===== config.mk =====
export PLATFORM = sky130hd
export DESIGN_NAME = postfix_evaluator
export DESIGN_NICKNAME = d
export VERILOG_FILES = /design/src/rtl/postfix_evaluator.sv
export SDC_FILE = /design/constraint.sdc
export NUM_CORES = 1
export LEC_CHECK = 0
export ABC_CLOCK_PERIOD_IN_PS = 10200
export CORE_MARGIN = 5
export CORE_UTILIZATION = 40
export DETAILED_ROUTE_END_ITERATION = 8
export DONT_BUFFER_PORTS = 1
export PLACE_DENSITY = 0.61
export SYNTH_ARGS = -nofsm -noshare
export SYNTH_HDL_FRONTEND = slang
export SYNTH_SLANG_ARGS = --single-unit

===== constraint.sdc =====
create_clock -name clk -period 10.2 [get_ports clk]
set_input_delay 2.04 -clock clk [delete_from_list [all_inputs] [get_ports clk]]
set_output_delay 2.04 -clock clk [all_outputs]
set_load 0.03 [all_outputs]

===== src/rtl/postfix_evaluator.sv =====
// Postfix expression evaluator: pushes operands, executes one add/sub/mul per EXEC cycle, reports stack/format errors.
// Operand tokens take 1 cycle, operators 2; tok_ready is low outside IN so the producer holds its token.
module postfix_evaluator #(
   parameter int W     = 16,
   parameter int DEPTH = 8,
   parameter int SPW   = 4
) (
   input  logic           clk,
   input  logic           rst,
   input  logic           tok_valid,
   output logic           tok_ready,
   input  logic           tok_is_op,
   input  logic [1:0]     tok_op,
   input  logic [W-1:0]   tok_val,
   input  logic           tok_last,
   output logic [W-1:0]   result,
   output logic           result_valid,
   input  logic           result_ack,
   output logic           err,
   output logic [1:0]     err_code,
   output logic           arith_ovf,
   output logic [SPW-1:0] depth
);

   localparam int AW = (DEPTH > 1) ? $clog2(DEPTH) : 1;

   localparam logic [1:0] OP_SUB = 2'b01;
   localparam logic [1:0] OP_MUL = 2'b10;
   localparam logic [1:0] OP_ILL = 2'b11;

   localparam logic [1:0] ERR_NONE = 2'b00;
   localparam logic [1:0] ERR_OVF  = 2'b01;
   localparam logic [1:0] ERR_UND  = 2'b10;
   localparam logic [1:0] ERR_MAL  = 2'b11;

   typedef enum logic [1:0] {S_IN, S_EXEC, S_DONE, S_ERR} state_t;

   state_t         state_q, state_d;
   logic [SPW-1:0] sp_q, sp_d;
   logic [W-1:0]   result_q, result_d;
   logic [1:0]     err_code_q, err_code_d;
   logic           ovf_q, ovf_d;
   logic [1:0]     op_q, op_d;
   logic           last_q, last_d;
   logic [W-1:0]   stack_q [DEPTH];
   logic [W-1:0]   stack_d [DEPTH];

   logic [AW-1:0]  push_idx, a_idx, b_idx;
   logic [W-1:0]   a, b;
   logic [W:0]     sum_x;
   logic [2*W-1:0] prod;
   logic [W-1:0]   exec_res;
   logic           exec_ovf;

   assign push_idx = AW'(sp_q);
   assign a_idx    = AW'(sp_q - SPW'(2));
   assign b_idx    = AW'(sp_q - SPW'(1));

   // Operands are sign-extended one bit (add/sub) or to 2W bits (mul) so the
   // wrapped result and the "did not fit" flag fall out of plain unsigned math.
   always_comb begin
      a        = stack_q[a_idx];
      b        = stack_q[b_idx];
      sum_x    = '0;
      prod     = '0;
      exec_res = '0;
      exec_ovf = 1'b0;
      if (op_q == OP_SUB) begin
         sum_x = {a[W-1], a} - {b[W-1], b};
      end else begin
         sum_x = {a[W-1], a} + {b[W-1], b};
      end
      prod = {{W{a[W-1]}}, a} * {{W{b[W-1]}}, b};
      if (op_q == OP_MUL) begin
         exec_res = prod[W-1:0];
         exec_ovf = ~((&prod[2*W-1:W-1]) | ~(|prod[2*W-1:W-1]));
      end else begin
         exec_res = sum_x[W-1:0];
         exec_ovf = sum_x[W] ^ sum_x[W-1];
      end
   end

   always_comb begin
      state_d    = state_q;
      sp_d       = sp_q;
      result_d   = result_q;
      err_code_d = err_code_q;
      ovf_d      = ovf_q;
      op_d       = op_q;
      last_d     = last_q;
      stack_d    = stack_q;
      case (state_q)
         S_IN: begin
            if (tok_valid) begin
               if (!tok_is_op) begin
                  if (sp_q == SPW'(DEPTH)) begin
                     state_d    = S_ERR;
                     err_code_d = ERR_OVF;
                  end else begin
                     stack_d[push_idx] = tok_val;
                     sp_d              = sp_q + SPW'(1);
                     if (tok_last) begin
                        if (sp_q == '0) begin
                           state_d  = S_DONE;
                           result_d = tok_val;
                        end else begin
                           state_d    = S_ERR;
                           err_code_d = ERR_MAL;
                        end
                     end
                  end
               end else if (tok_op == OP_ILL) begin
                  state_d    = S_ERR;
                  err_code_d = ERR_MAL;
               end else if (sp_q < SPW'(2)) begin
                  state_d    = S_ERR;
                  err_code_d = ERR_UND;
               end else begin
                  op_d    = tok_op;
                  last_d  = tok_last;
                  state_d = S_EXEC;
               end
            end
         end
         S_EXEC: begin
            stack_d[a_idx] = exec_res;
            sp_d           = sp_q - SPW'(1);
            if (exec_ovf) begin
               ovf_d = 1'b1;
            end
            if (!last_q) begin
               state_d = S_IN;
            end else if (sp_q == SPW'(2)) begin
               state_d  = S_DONE;
               result_d = exec_res;
            end else begin
               state_d    = S_ERR;
               err_code_d = ERR_MAL;
            end
         end
         S_DONE, S_ERR: begin
            if (result_ack) begin
               sp_d       = '0;
               ovf_d      = 1'b0;
               err_code_d = ERR_NONE;
               state_d    = S_IN;
            end
         end
         default: state_d = S_IN;
      endcase
   end

   always_ff @(posedge clk or posedge rst) begin
      if (rst) begin
         state_q    <= S_IN;
         sp_q       <= '0;
         result_q   <= '0;
         err_code_q <= ERR_NONE;
         ovf_q      <= 1'b0;
         op_q       <= 2'b00;
         last_q     <= 1'b0;
      end else begin
         state_q    <= state_d;
         sp_q       <= sp_d;
         result_q   <= result_d;
         err_code_q <= err_code_d;
         ovf_q      <= ovf_d;
         op_q       <= op_d;
         last_q     <= last_d;
      end
   end

   // Stack storage is never read before being written, so it carries no reset.
   always_ff @(posedge clk) begin
      stack_q <= stack_d;
   end

   assign tok_ready    = (state_q == S_IN);
   assign result       = result_q;
   assign result_valid = (state_q == S_DONE);
   assign err          = (state_q == S_ERR);
   assign err_code     = err_code_q;
   assign arith_ovf    = ovf_q;
   assign depth        = sp_q;

endmodule


; Word-level counts from Yosys, hierarchy flattened
; Cells that the tools add are included.
[op_classes]
addsub = 5
n_mul = 1
magnitude_cmp = 6
n_eq_ne = 21
muxes = 56
bitwise_logic = 9
reduce_logical = 16
[op_table]
columns = op, count
row1 = $mux W128, 3
row2 = $bwmux W128, 2
row3 = $pmux W128 S2, 1
row4 = $mux W16, 14
row5 = $bmux W16 S3, 2
row6 = $demux W16 S3, 2
row7 = $mux W2, 17
row8 = $mul A16 B16 Y32, 1
row9 = $pmux W16 S2, 1
row10 = $add A16 B16 Y17, 1
row11 = $mux W17, 1
row12 = $reduce_and A17 Y1, 1
row13 = $reduce_or A17 Y1, 1
row14 = $sub A16 B16 Y17, 1
row15 = $mux W4, 4
row16 = $ne A2 B2 Y1 const B, 8
row17 = $ge A4 B4 Y1 const B, 3
row18 = $not A3 Y4, 3
row19 = $pmux W2 S3, 2
row20 = $pmux W4 S3, 1
row21 = $eq A2 B2 Y1 const B, 4
row22 = $lt A4 B1 Y1 const B, 2
row23 = $reduce_and A4 Y1, 2
row24 = $reduce_and A8 Y1, 1
row25 = 24 further kinds, 36
[word_totals]
reg_bits = 156
output_inout_bits = 26
word_cells = 129

; Longest topological paths before layout
[depth]
ltp_word = 13
depth_mapped = 36

; Least setup slack after synthesis
; Ideal clock, no wire load.
[synth_timing]
kind = reg2reg
startpoint = register sp_q[1] (netlist: depth[1])
endpoint = register ovf_q (netlist: arith_ovf)
arrival_ps = 9503
required_ps = 10072
path_slack_ps = 569
path_stages_with_launch = 33
path_buffers = 8
cell_sequence = dfrtp_1 > clkbuf_1 > buf_2 > buf_2 > inv_1 > ha_1 > buf_2 > buf_2 > buf_2 > mux4_2 > mux2i_1 > clkbuf_1 > clkbuf_1 > nor2_1 > fa_1 > inv_1 > fa_1 > fa_1 > fa_1 > fa_1 > fa_1 > inv_1 > ha_1 > o21ai_0 > o21ai_0 > a21oi_1 > o2111ai_2 > a21oi_1 > xor2_1 > or4_1 > or4_1 > a22oi_1 > nand3_1
[synth_via]
elab_chain_cells = 13
word_cells_on_any_way = 23
classes_between = 4 x add/sub / 1 x mul / 1 x eq/ne / 8 x mux / 6 x bitwise / 3 x reduce/logical
[synth_lines]
columns = item, line
row1 = from (decl), 39  ; logic [SPW-1:0] sp_q, sp_d;
row2 = from (signal assigned), 164  ; sp_q <= sp_d;
row3 = $sub A4 B1 Y4 / $sub A3 B2 Y3 (equally long branches), -
row4 = $not A3 Y4 (on tied branches), "63, 62"
row5 = $bmux W16 S3 (on tied branches), "63, 62"
row6 = $mux W16 (on tied branches) (2 in series), "63, 62"
row7 = $mul A16 B16 Y32, 73  ; prod = {{W{a[W-1]}}, a} * {{W{b[W-1]}}, b};
row8 = $reduce_or A17 Y1, 76  ; exec_ovf = ~((&prod[2*W-1:W-1]) | ~(|prod[2*W-1:W-1]));
row9 = $not A1 Y1, 76
row10 = $or A1 B1 Y1, 76
row11 = $not A1 Y1, 76
row12 = $mux W1 *, 74  ; if (op_q == OP_MUL) begin
row13 = $ne A2 B2 Y1 (no line) *, -
row14 = $reduce_and A3 Y1 (no line) *, -
row15 = to (signal assigned), 167  ; ovf_q <= ovf_d;
row16 = to (decl), 42  ; logic ovf_q, ovf_d;
; Every way passes the cells marked *; elsewhere a longest branch is shown, timed or not. The select of a mux whose other input is x is not followed.
; A chain may end at the register's enable or synchronous reset.

; Final worst setup path
[layout_timing]
startpoint = register sp_q[0] (netlist: depth[0])
endpoint = register ovf_q (netlist: arith_ovf)
; Same word-level chain as after synthesis.

==> flow_metrics.env <==
export IMPL_outcome="finished, final reports clean"
export IMPL_required_ns=10.51
export IMPL_track_usage=0.2269
export IMPL_r2r_start="depth[0]"
export IMPL_grt_overflow=0
export IMPL_dieArea_mm2=0.05466
export IMPL_multi_input_area_mm2=0.01401
export IMPL_synthAdderAreaFrac=0.3296
export IMPL_synth_edf_count=128
export IMPL_rsz0062_at_grt="no"
export IMPL_layout_commonest_cell="inv_1"
export IMPL_dieHeight_um=233.8
export IMPL_async_flop_share=0.1795
export IMPL_wire_per_inst_um=22.66
export IMPL_final_max_slew_viol_count=0
export IMPL_final_seq_area_mm2=0.004549
export IMPL_initial_utilization=0.4018
export IMPL_crit_path_end_kind="flip-flop"
export IMPL_tightest_slew_ns=1.374
export IMPL_layout_drive_gt1_share=0.09829
export IMPL_dpl_hpwl_mm=45.22
export IMPL_routed_top_layer="met5"
export IMPL_synth_top_area_share=0.2628
export IMPL_synth_top_family_by_area="adder cells"
export IMPL_port_buffer_count=0
export IMPL_clockRootBuffer="clkbuf_16"
export IMPL_whs_ns=0.5467
export IMPL_wl_met1_mm=23.45
export IMPL_final_cell_mix="inv_1 (270), fa_1 (263), nand2_1 (256)"
export IMPL_hold_class="flip-flop to flip-flop"
export IMPL_ant_nets=0
export IMPL_syn_num_nets=2410
export IMPL_cts_sinks=156
export IMPL_r2r_end="arith_ovf"
export IMPL_wl_met2_mm=28.49
export IMPL_reg2reg_depth=27
export IMPL_max_cap_violations=0
export IMPL_postSynthCellCount=2016
export IMPL_min_to="last_q"
export IMPL_fin_crit_sh=0.9081
export IMPL_cts_tree="done"
export IMPL_n_antenna_cell=0
export IMPL_place_gp_congestion=0.9424
export IMPL_wl_met3_mm=5.653
export IMPL_hold_violations=0
export IMPL_area_growth_pct=7.027
export IMPL_path_clk_slew_ns=0.07
export IMPL_critPathMaxFanout=13
export IMPL_yosys_area_share_xor_xnor=0.02355
export IMPL_synth_area_per_cell_um2=9.937
export IMPL_synth_compound_area_frac=0.1091
export IMPL_numCtsBuffers=17
export IMPL_worstHoldStart="last_q"
export IMPL_whs_path_depth=1
export IMPL_synth_top_cells_by_area="fa_1 (26%), edfxtp_1 (19%), ha_1 (6.7%), mux4_2 (5.7%), inv_1 (5.1%)"
export IMPL_drt_wl_total_mm=60.19
export IMPL_critical_path_class="flip-flop to flip-flop"
export IMPL_finalSetupTns_ns=0
export IMPL_worst_slew_margin_rel=0.05803
export IMPL_place_area_mm2=0.02084
export IMPL_clock_latency_ns=0.44
export IMPL_ios=50
export IMPL_layout_min_cycle_time_ns=9.262
export IMPL_muxShareOfSynthArea=0.1055
export IMPL_yosysWarnings=0
export IMPL_final_cell_area_mm2=0.02144
export IMPL_row_count=82
export IMPL_dr_pass1_iters=6
export IMPL_final_util=0.4300
export IMPL_start_kind="flip-flop"
export IMPL_cts_resized=0
export IMPL_grt_pass1_vias=16388
export IMPL_synth_top_cell_by_area="fa_1"
export IMPL_ys_seq_elements=156
export IMPL_fin_nets=2365
export IMPL_cts_buffer_depth=2
export IMPL_cts_max_level=4
export IMPL_skew_ns=0.01437
export IMPL_synthSimpleGateAreaFrac=0.1297
export IMPL_core_area_mm2=0.04986
export IMPL_synth_ff_type="edfxtp_1"
export IMPL_grt_max_degree=82
export IMPL_antenna_found_initial=1
export IMPL_drt_iter0_drc=1842
export IMPL_report_final_setup_viol=0
export IMPL_synth_seq_area_share=0.2268
export IMPL_grt_pass1_wl_mm=95.36
export IMPL_arrival_ns=9.57
export IMPL_r2r_setup_slack_ns=0.94
export IMPL_viasPerCell=5.842
export IMPL_holdBufCountCts=0
export IMPL_fp_dieW_um=233.8
export IMPL_yosysUniqueCellTypes=83
export IMPL_fmax_mhz=108.0
export IMPL_syn_area_mm2=0.02003
export IMPL_vias=15516
export IMPL_drc_errors=0
export IMPL_fill_cells=4832
export IMPL_cts_setup_buffers=0
## worst max-delay path by stage
| stage | end | from | cells past startpoint |
|---|---|---|---|
| 2_1_floorplan | arith_ovf | depth[1] | 32 |
| 3_3_place_gp | arith_ovf | depth[0] | 27 |
| 3_5_place_dp | arith_ovf | depth[0] | 27 |
| 4_1_cts | arith_ovf | depth[0] | 27 |
| 5_1_grt | arith_ovf | depth[0] | 27 |
| 6_report | arith_ovf | depth[0] | 27 |
## stage by stage
stage	instances	worst slack (ns)
6_report	2656	0.9379
3_5_place_dp	2623	1.087
3_3_place_gp	2623	1.162
2_1_floorplan	2016	0.5690
5_1_grt	2656	0.5203
4_1_cts	2655	1.063
## registers in the layout (all words and copies together), names as in the netlist
register / cells
depth: 4
last_q: 1
arith_ovf: 1
state_q: 2
stack_q: 128
err_code: 2
op_q: 2
result: 16
## cell families after synthesis
logic type / count (synthesis)
fa+ha+maj: 370
compound gates: 335
mux: 121
flops: 156
xor+xnor: 53
buf+inv: 392
simple gates: 589
## synth_stat cells, drive strengths merged (9+ instances only)
master,instances
a211oi,9
a21o,19
a21oi,49
a22o,41
and2,14
and3,16
buf,26
clkbuf,89
dfrtp,28
edfxtp,128
fa,263
ha,107
inv,271
mux2,19
mux2i,38
mux4,64
nand2,256
nand2b,29
nand3,16
nor2,179
nor2b,18
nor3,21
o21a,11
o21ai,142
o31ai,9
or2,10
xnor2,41
xor2,12
## per-layer routing
layer  up-vias  global-route usage
li1       6685                   -
met1      7798              0.2985
met2       879              0.3771
met3       152             0.03875
met4         2             0.08809
met5         -                   0
## cell type report
cell class / instances / area share
clock buffer: 18 / 0.02048
clock inverter: 14 / 0.006828
inverter: 277 / 0.04849
multi-input combinational: 1468 / 0.6536
sequential: 156 / 0.2122
tap: 672 / 0.03922
timing repair buffer: 51 / 0.01920
## critical path, cell delays in order (launching register included)
cell and delay, ns:
dfrtp_4 0.49, inv_1 0.18, ha_1 0.38, xor2_4 0.39
buf_4 0.27, buf_4 0.28, mux2i_1 0.74, nor2_1 0.17
fa_1 0.58, inv_1 0.13, fa_1 0.65, inv_1 0.10
fa_1 0.54, inv_1 0.05, fa_1 0.49, fa_1 0.43
fa_1 0.50, inv_1 0.04, ha_1 0.36, a21o_1 0.18
a21oi_1 0.41, nand2_1 0.11, a211oi_1 0.25, nand4_1 0.15
or4_1 0.44, or4_1 0.52, a22oi_1 0.19, nand3_1 0.09
Power is left out: the tool's default activity adds up to more than one toggle a clock period on the data nets, which glitch-free logic cannot reach.
